===== config.mk =====
export PLATFORM = sky130hd
export DESIGN_NAME = capture_sequencer
export DESIGN_NICKNAME = d
export VERILOG_FILES = /design/src/rtl/capture_sequencer.sv
export SDC_FILE = /design/constraint.sdc
export NUM_CORES = 1
export LEC_CHECK = 0
export ABC_AREA = 1
export CAP_MARGIN = 20
export CORE_MARGIN = 8
export CORE_UTILIZATION = 58
export CTS_BUF_LIST = sky130_fd_sc_hd__clkbuf_4 sky130_fd_sc_hd__clkbuf_8 sky130_fd_sc_hd__clkbuf_16
export DETAILED_ROUTE_END_ITERATION = 12
export DONT_BUFFER_PORTS = 1
export PLACE_DENSITY = 0.81
export SLEW_MARGIN = 10
export SYNTH_ARGS = -nofsm -noshare
export SYNTH_HDL_FRONTEND = slang
export SYNTH_SLANG_ARGS = --single-unit

===== constraint.sdc =====
create_clock -name clock -period 4.4 [get_ports clock]
set_input_delay 0.88 -clock clock [delete_from_list [all_inputs] [get_ports clock]]
set_output_delay 0.88 -clock clock [all_outputs]
set_load 0.005 [all_outputs]

===== src/rtl/capture_sequencer.sv =====
// Acquisition control FSM: loads and arms the trigger, fills pre-trigger samples,
// waits for a run edge, counts post-trigger samples and drives the buffer write port.
// Optional macro CAPTURE_TIMEOUT_EN adds a WAIT_TRIG timeout that forces a trigger.
module capture_sequencer #(
  parameter int ADDR_WIDTH = 12
`ifdef CAPTURE_TIMEOUT_EN
  , parameter int TO_WIDTH = 32
`endif
) (
  input  logic                  clock,
  input  logic                  reset_n,
  input  logic                  start,
  input  logic                  abort,
  input  logic [ADDR_WIDTH-1:0] pre_count,
  input  logic [ADDR_WIDTH-1:0] post_count,
  input  logic                  valid,
  input  logic                  run,
`ifdef CAPTURE_TIMEOUT_EN
  input  logic [TO_WIDTH-1:0]   timeout_cycles,
  output logic                  timed_out,
`endif
  output logic                  load_trigs,
  output logic                  arm,
  output logic                  wr_en,
  output logic [ADDR_WIDTH-1:0] wr_addr,
  output logic [ADDR_WIDTH-1:0] trig_addr,
  output logic                  busy,
  output logic                  done,
  output logic [2:0]            state
);

  typedef enum logic [2:0] {
    S_IDLE      = 3'd0,
    S_LOAD      = 3'd1,
    S_ARM       = 3'd2,
    S_PREFILL   = 3'd3,
    S_WAIT_TRIG = 3'd4,
    S_POST      = 3'd5,
    S_DONE      = 3'd6
  } state_t;

  state_t                state_q, state_d;
  logic [ADDR_WIDTH-1:0] count_q, count_d;
  logic [ADDR_WIDTH-1:0] wr_addr_q, wr_addr_d;
  logic [ADDR_WIDTH-1:0] trig_addr_q, trig_addr_d;
  logic [ADDR_WIDTH-1:0] pre_q, pre_d;
  logic [ADDR_WIDTH-1:0] post_q, post_d;
  logic [ADDR_WIDTH-1:0] cnt_inc, addr_inc;
  logic                  run_q, load_q, arm_q, busy_q, done_q;
  logic                  capturing, start_ok, run_edge, force_trig, trig_hit;

  assign capturing = (state_q == S_PREFILL) || (state_q == S_WAIT_TRIG) || (state_q == S_POST);
  assign start_ok  = start && ((state_q == S_IDLE) || (state_q == S_DONE));
  assign run_edge  = run && !run_q;
  assign cnt_inc   = count_q + ADDR_WIDTH'(1);
  assign addr_inc  = wr_addr_q + ADDR_WIDTH'(1);
  assign trig_hit  = (state_q == S_WAIT_TRIG) && (run_edge || force_trig);

`ifdef CAPTURE_TIMEOUT_EN
  logic [TO_WIDTH-1:0] to_cnt_q, to_cnt_d;
  logic                timed_out_q, timed_out_d;

  assign force_trig = (timeout_cycles != '0) && (to_cnt_q == timeout_cycles);
  assign timed_out  = timed_out_q;

  always_comb begin
    to_cnt_d    = (state_q == S_WAIT_TRIG) ? to_cnt_q + TO_WIDTH'(1) : '0;
    timed_out_d = timed_out_q;
    if (!abort) begin
      if (start_ok)
        timed_out_d = 1'b0;
      else if (trig_hit && !run_edge)
        timed_out_d = 1'b1;
    end
  end

  always_ff @(posedge clock or negedge reset_n) begin
    if (!reset_n) begin
      to_cnt_q    <= '0;
      timed_out_q <= 1'b0;
    end else begin
      to_cnt_q    <= to_cnt_d;
      timed_out_q <= timed_out_d;
    end
  end
`else
  assign force_trig = 1'b0;
`endif

  always_comb begin
    state_d     = state_q;
    count_d     = count_q;
    wr_addr_d   = wr_addr_q;
    trig_addr_d = trig_addr_q;
    pre_d       = pre_q;
    post_d      = post_q;

    case (state_q)
      S_IDLE: begin
        count_d   = '0;
        wr_addr_d = '0;
      end
      S_LOAD:  state_d = S_ARM;
      S_ARM:   state_d = (pre_q == '0) ? S_WAIT_TRIG : S_PREFILL;
      S_PREFILL: begin
        if (valid) begin
          wr_addr_d = addr_inc;
          count_d   = cnt_inc;
          if (cnt_inc == pre_q)
            state_d = S_WAIT_TRIG;
        end
      end
      S_WAIT_TRIG: begin
        if (valid)
          wr_addr_d = addr_inc;
        if (trig_hit) begin
          trig_addr_d = wr_addr_q;
          count_d     = '0;
          // With no post samples the trigger sample is the last one: wr_addr parks on it.
          if (post_q == '0) begin
            state_d   = S_DONE;
            wr_addr_d = wr_addr_q;
          end else begin
            state_d = S_POST;
          end
        end
      end
      S_POST: begin
        if (valid) begin
          count_d = cnt_inc;
          if (cnt_inc == post_q)
            state_d = S_DONE;
          else
            wr_addr_d = addr_inc;
        end
      end
      S_DONE: ;
      default: state_d = S_IDLE;
    endcase

    // A new acquisition restarts the buffer at address 0 with freshly sampled limits.
    if (start_ok) begin
      state_d   = S_LOAD;
      count_d   = '0;
      wr_addr_d = '0;
      pre_d     = pre_count;
      post_d    = post_count;
    end

    if (abort) begin
      state_d     = S_IDLE;
      count_d     = '0;
      wr_addr_d   = '0;
      trig_addr_d = trig_addr_q;
      pre_d       = pre_q;
      post_d      = post_q;
    end
  end

  always_ff @(posedge clock or negedge reset_n) begin
    if (!reset_n) begin
      state_q     <= S_IDLE;
      count_q     <= '0;
      wr_addr_q   <= '0;
      trig_addr_q <= '0;
      pre_q       <= '0;
      post_q      <= '0;
      run_q       <= 1'b0;
      load_q      <= 1'b0;
      arm_q       <= 1'b0;
      busy_q      <= 1'b0;
      done_q      <= 1'b0;
    end else begin
      state_q     <= state_d;
      count_q     <= count_d;
      wr_addr_q   <= wr_addr_d;
      trig_addr_q <= trig_addr_d;
      pre_q       <= pre_d;
      post_q      <= post_d;
      run_q       <= run;
      load_q      <= (state_d == S_LOAD);
      arm_q       <= (state_d == S_ARM);
      busy_q      <= (state_d == S_LOAD) || (state_d == S_ARM) || (state_d == S_PREFILL) ||
                     (state_d == S_WAIT_TRIG) || (state_d == S_POST);
      done_q      <= (state_d == S_DONE);
    end
  end

  assign wr_en      = valid && capturing;
  assign load_trigs = load_q;
  assign arm        = arm_q;
  assign wr_addr    = wr_addr_q;
  assign trig_addr  = trig_addr_q;
  assign busy       = busy_q;
  assign done       = done_q;
  assign state      = state_q;

endmodule


# After elaboration in Yosys (flattened, before gate mapping)
# Index checks and enable logic that the tools add are counted.
[op_classes]
n_eq_ne = 19
bitwise_logic = 1
reduce_logical = 23
muxes = 23
add_sub_neg = 2
[ops]
columns = ["cell", "n"]
rows = [
  ["12-bit two-way mux", 11],
  ["12-bit one-hot mux with 4 select lines", 1],
  ["12-bit one-hot mux with 3 select lines", 1],
  ["12-bit by 1-bit adder with 12-bit output, second input constant", 2],
  ["12-bit equality test", 2],
  ["12-bit zero test", 2],
  ["3-bit two-way mux", 8],
  ["3-bit equality test, second input constant", 6],
  ["3-bit one-hot mux with 6 select lines", 1],
  ["3-bit by 2-bit equality test with 1-bit output, second input constant", 4],
  ["4-bit != test, second input constant", 3],
  ["1-bit logical OR", 7],
  ["3-bit by 1-bit equality test with 1-bit output, second input constant", 2],
  ["3-bit AND reduction", 2],
  ["6-bit nonzero test", 1],
  ["5-bit != test, second input constant", 1],
  ["5-bit nonzero test", 1],
  ["1-bit logical AND", 4],
  ["4-bit by 1-bit != test with 1-bit output, second input constant", 1],
  ["4-bit AND reduction", 1],
  ["2-bit OR reduction", 2],
  ["3-bit zero test", 1],
  ["2-bit two-way mux", 1],
  ["2-bit AND reduction", 1],
  ["2 further kinds", 2],
]
[totals]
out_inout_bits = 32
word_cells = 79
register_bits = 68

# Longest topological paths before layout
[logic_depth]
depth_word = 12
depth_mapped = 18
mapped_depth_nobuf = 18

# Worst setup path before layout
# OpenSTA, ideal clock, no wires.
[synth_path]
path_kind = "in2reg"
from = "input port valid"
to = "register busy_q, in the netlist busy"
cell_stages = 15
setup_time_ps = 115
t_required_ps = 4285
setup_slack_ps = 2381
arrival_ps = 1903
cell_sequence = "inv_1 a21oi_1 nand3_1 nor2_1 nand3_1 nor2_1 nand2_1 nor2_1 nand2_1 nand2_1 nand3_1 nand2_1 nand2_1 nor2_1 nor2_1"
[synth_via]
elab_chain_cells = 9
word_cells_on_any_way = 14
[synth_rtl]
columns = ["item", "line", "source"]
rows = [
  ["start, declared", "16", "input logic valid,"],
  ["3-bit two-way mux (on tied branches)", "129, 106", ""],
  ["3-bit one-hot mux with 6 select lines (*)", "98", "case (state_q)"],
  ["3-bit two-way mux (*)", "142", "if (start_ok) begin"],
  ["3-bit two-way mux (*)", "150", "if (abort) begin"],
  ["3-bit by 1-bit equality test with 1-bit output or 3-bit by 2-bit equality test with 1-bit output (tied branches)", "183", "busy_q <= (state_d == S_LOAD) || (state_d == S_ARM) || (state_d == S_PREFILL) ||"],
  ["1-bit logical OR (3 in a row)", "183", ""],
  ["1-bit logical OR (*)", "184", "(state_d == S_WAIT_TRIG) || (state_d == S_POST);"],
  ["end signal, assigned", "183", ""],
  ["end, declared", "49", "logic run_q, load_q, arm_q, busy_q, done_q;"],
]
# Mark *: on every way between the ends. The rest lies on a longest branch, timed or not.
# A chain may end at the register's enable or synchronous reset.

# Worst setup path after layout
[layout_path]
from = "register state_q[1], in the netlist state[1]"
to = "output port wr_en"
[layout_via]
elab_chain_cells = 4
word_cells_on_any_way = 6
[layout_rtl]
columns = ["item", "line", "source"]
rows = [
  ["start, declared", "42", "state_t state_q, state_d;"],
  ["start signal, assigned", "174", "state_q <= state_d;"],
  ["3-bit by 2-bit equality test with 1-bit output or 3-bit equality test (tied branches)", "52", "assign capturing = (state_q == S_PREFILL) || (state_q == S_WAIT_TRIG) || (state_q == S_POST);"],
  ["1-bit logical OR", "52", ""],
  ["1-bit logical OR (*)", "52", ""],
  ["1-bit logical AND (*)", "189", "assign wr_en = valid && capturing;"],
  ["end, declared", "24", "output logic wr_en,"],
]
# Marked as above.

==> impl_metrics.json <==
{
  "cp.arrival_ns": 1.69,
  "grt_util_met1_pct": 26.3,
  "setup_viol": 0,
  "synth_most_common_cell": "nand2_1",
  "r2r_end": "wr_addr[3]",
  "syn_area_per_cell_sq_um": 7.26,
  "status": "completed",
  "hold_class": "input pin to async pin",
  "slew_headroom_pct": 50.3,
  "clk_pin_slew_ns": 0.08,
  "rows": 29,
  "postCtsSetupRepairBufs": 0,
  "tritoncts": "yes",
  "avgViaCountPerCell": 5.68,
  "filler_cell_count": 585,
  "ys_ff_latch": 68,
  "start_kind": "flip-flop",
  "grtUsageMet3_pct": 5.97,
  "p_switching_mw": 0.456,
  "htree_levels": 3,
  "die_area_sq_um": 9400,
  "wl_per_cell_microns": 15.5,
  "core-area_sq_um": 6350,
  "fp.dieW_microns": 96.9,
  "use_met2_pct": 32.1,
  "fin_ws_ns": 1.83,
  "pin_count": 62,
  "synth_top_area_share_pct": 44.8,
  "drt_iter0_drc": 283,
  "slew_viol_final": 0,
  "dp_slack_ns": 1.89,
  "cts.sinks": 68,
  "ys_top_cells_by_count": "nand2_1 (152), inv_1 (75), dfrtp_1 (68)",
  "yosysWarnings": 0,
  "leakage_nw": 1.86,
  "fin_area_sq_um": 4040,
  "clock_power_share_pct": 34.8,
  "antenna_found_initial": 0,
  "overflow": 0,
  "worst_pin_slew_ns": 0.744,
  "cts_buffers": 9,
  "max-vdd-ir-drop_uv": 288,
  "p_comb_share_pct": 15.0,
  "cts-resized-gates": 0,
  "fp.dieH_microns": 96.9,
  "grt_pass1_vias": 3353,
  "cp_data_required_time_ns": 3.52,
  "initial_core_util_pct": 59.8,
  "pwr-share-seq_pct": 50.1,
  "p_sw_share_pct": 30.7,
  "postSynthCellCount": 523,
  "fin_util_pct": 63.7,
  "crit_type": "flip-flop to output port",
  "n_antenna_cell": 0,
  "drive_gt1_share_pct": 7.75,
  "grt_busiest_layer": "met2",
  "grt_start_max_net_pins": 69,
  "p_int_mw": 1.03,
  "insertion_delay_ns": 0.35,
  "cts_root_buffer": "clkbuf_8",
  "portBuffers": 0,
  "fin_setup_tns_ns": 0,
  "drc": 0,
  "fin_worst_skew_ns": 0.0100,
  "period_needed_ns": 2.57,
  "gr-usage-all-layers_pct": 20.5,
  "regArea_sq_um": 1700,
  "grt_setup_unrepaired": "no",
  "max_freq_mhz": 390,
  "ant_nets": 0,
  "vias": 3444,
  "synth-edff-count": 0,
  "multiInputGateArea_sq_um": 1750,
  "dpl-instance-area_sq_um": 3850,
  "cp-end-kind": "output port",
  "finalNetCount": 556,
  "drv_cap": 0,
  "synth_nets": 555,
  "ctsHoldBuffers": 0,
  "synth_top_area_cell": "dfrtp_1",
  "synthToLayoutAreaGrowth_pct": 6.42,
  "hold_viol": 0,
  "drt-total-wl_microns": 9370,
  "period_share_pct": 58.3,
  "seq_area_frac_synth_pct": 44.8,
  "drtPass1Iterations": 5,
  "syn-cell-area_sq_um": 3800,
  "ys_types": 29,
  "synthFlopType": "dfrtp_1",
  "ys_top_cells_by_area": "dfrtp_1 (45%), nand2_1 (15%), nand3_1 (7.5%)",
  "rr_startpoint": "count_q[0]",
  "r2r_slack_ns": 1.86,
  "grt_pass1_wl_microns": 16000,
  "hpwl_microns": 7110,
  "clockBufferDepth": 2,
  "synthArstFlopShare_pct": 100,
  "cp_max_fo": 9,
  "power_density_nw_per_um2": 368,
  "worst_r2r_path_depth": 14,
  "place_congestion": 0.913
}
stage by stage:
stage | std cells | power (mW) | hold slack (ns)
2_1_floorplan | 523 | 0.912 | 0.476
3_3_place_gp | 590 | 0.970 | 0.501
3_5_place_dp | 590 | 0.977 | 0.510
4_1_cts | 606 | 1.49 | 0.207
5_1_grt | 606 | 1.55 | 0.208
6_report | 606 | 1.49 | 0.217
cells by family (layout without fill, tap and decap cells):
family	Yosys count	in the layout	synth area share, %
AOI/OAI and AO/OA	74	74	11.3
xor gates and xnor gates	6	6	1.38
adders and majority gates	2	2	0.659
buffers and inverters	89	95	9.26
DFF	68	68	44.8
and+or+nand+nor	284	284	32.6
power groups by stage:
stage / clock network, mW / logic, mW / registers [mW]
global placement: 0 / 0.216 / 0.754
floorplan: 0 / 0.179 / 0.733
global route: 0.539 / 0.259 / 0.753
CTS: 0.526 / 0.223 / 0.743
detailed placement: 0 / 0.223 / 0.754
finish: 0.517 / 0.223 / 0.745
metal layers:
metal / wire length, microns / vias up / share of wire (%)
met5: 0 / - / 0
met4: 148 / 0 / 1.6
met3: 706 / 17 / 7.5
met2: 4330 / 137 / 46
met1: 4190 / 1600 / 45
li1: - / 1690 / -
sequential cells by signal, indices dropped and copies added (netlist names):
name and flops:
count_q 12, post_q 12, pre_q 12, trig_addr 12, wr_addr 12, state 3, arm 1, busy 1
done 1, load_trigs 1, run_q 1
worst max-delay path: stages (launching register included):
cell     delay, ns
dfrtp_1       0.42
inv_1         0.16
nand2_1       0.13
nor2_1        0.29
nor2_4        0.13
nor2_1        0.20
worst max-delay path by stage:
stage,start,to,slack [ns],cells after the start
global placement,count_q[0],wr_addr[5],1.98,14
finish,state[1],wr_en,1.83,5
detailed placement,count_q[0],wr_addr[5],1.89,14
CTS,state[1],wr_en,1.83,5
global route,count_q[0],wr_addr[5],1.60,14
floorplan,valid,busy,2.38,15
cells in the final DEF, fill, tap and decap left out, drive strengths merged, types with 2 or more instances in the layout:
cell type  netlist  layout
nor2            43      43
inv             76      76
nand3           57      57
o22ai            8       8
xor2             6       6
clkbuf           7      10
clkinv           2       6
nor4             8       8
o21ai           57      57
nand2          156     156
a21oi            5       5
nand4            6       6
nor3            12      12
dfrtp           68      68
ha               2       2
final cells by class:
class,instances,area share (%)
multi-input combinational,366,43.2
sequential,68,42.1
inverter,78,7.24
clock buffer,10,3.25
tap,77,2.38
clock inverter,6,1.61
timing repair buffer,1,0.186
(Power assumes the default switching activity.)
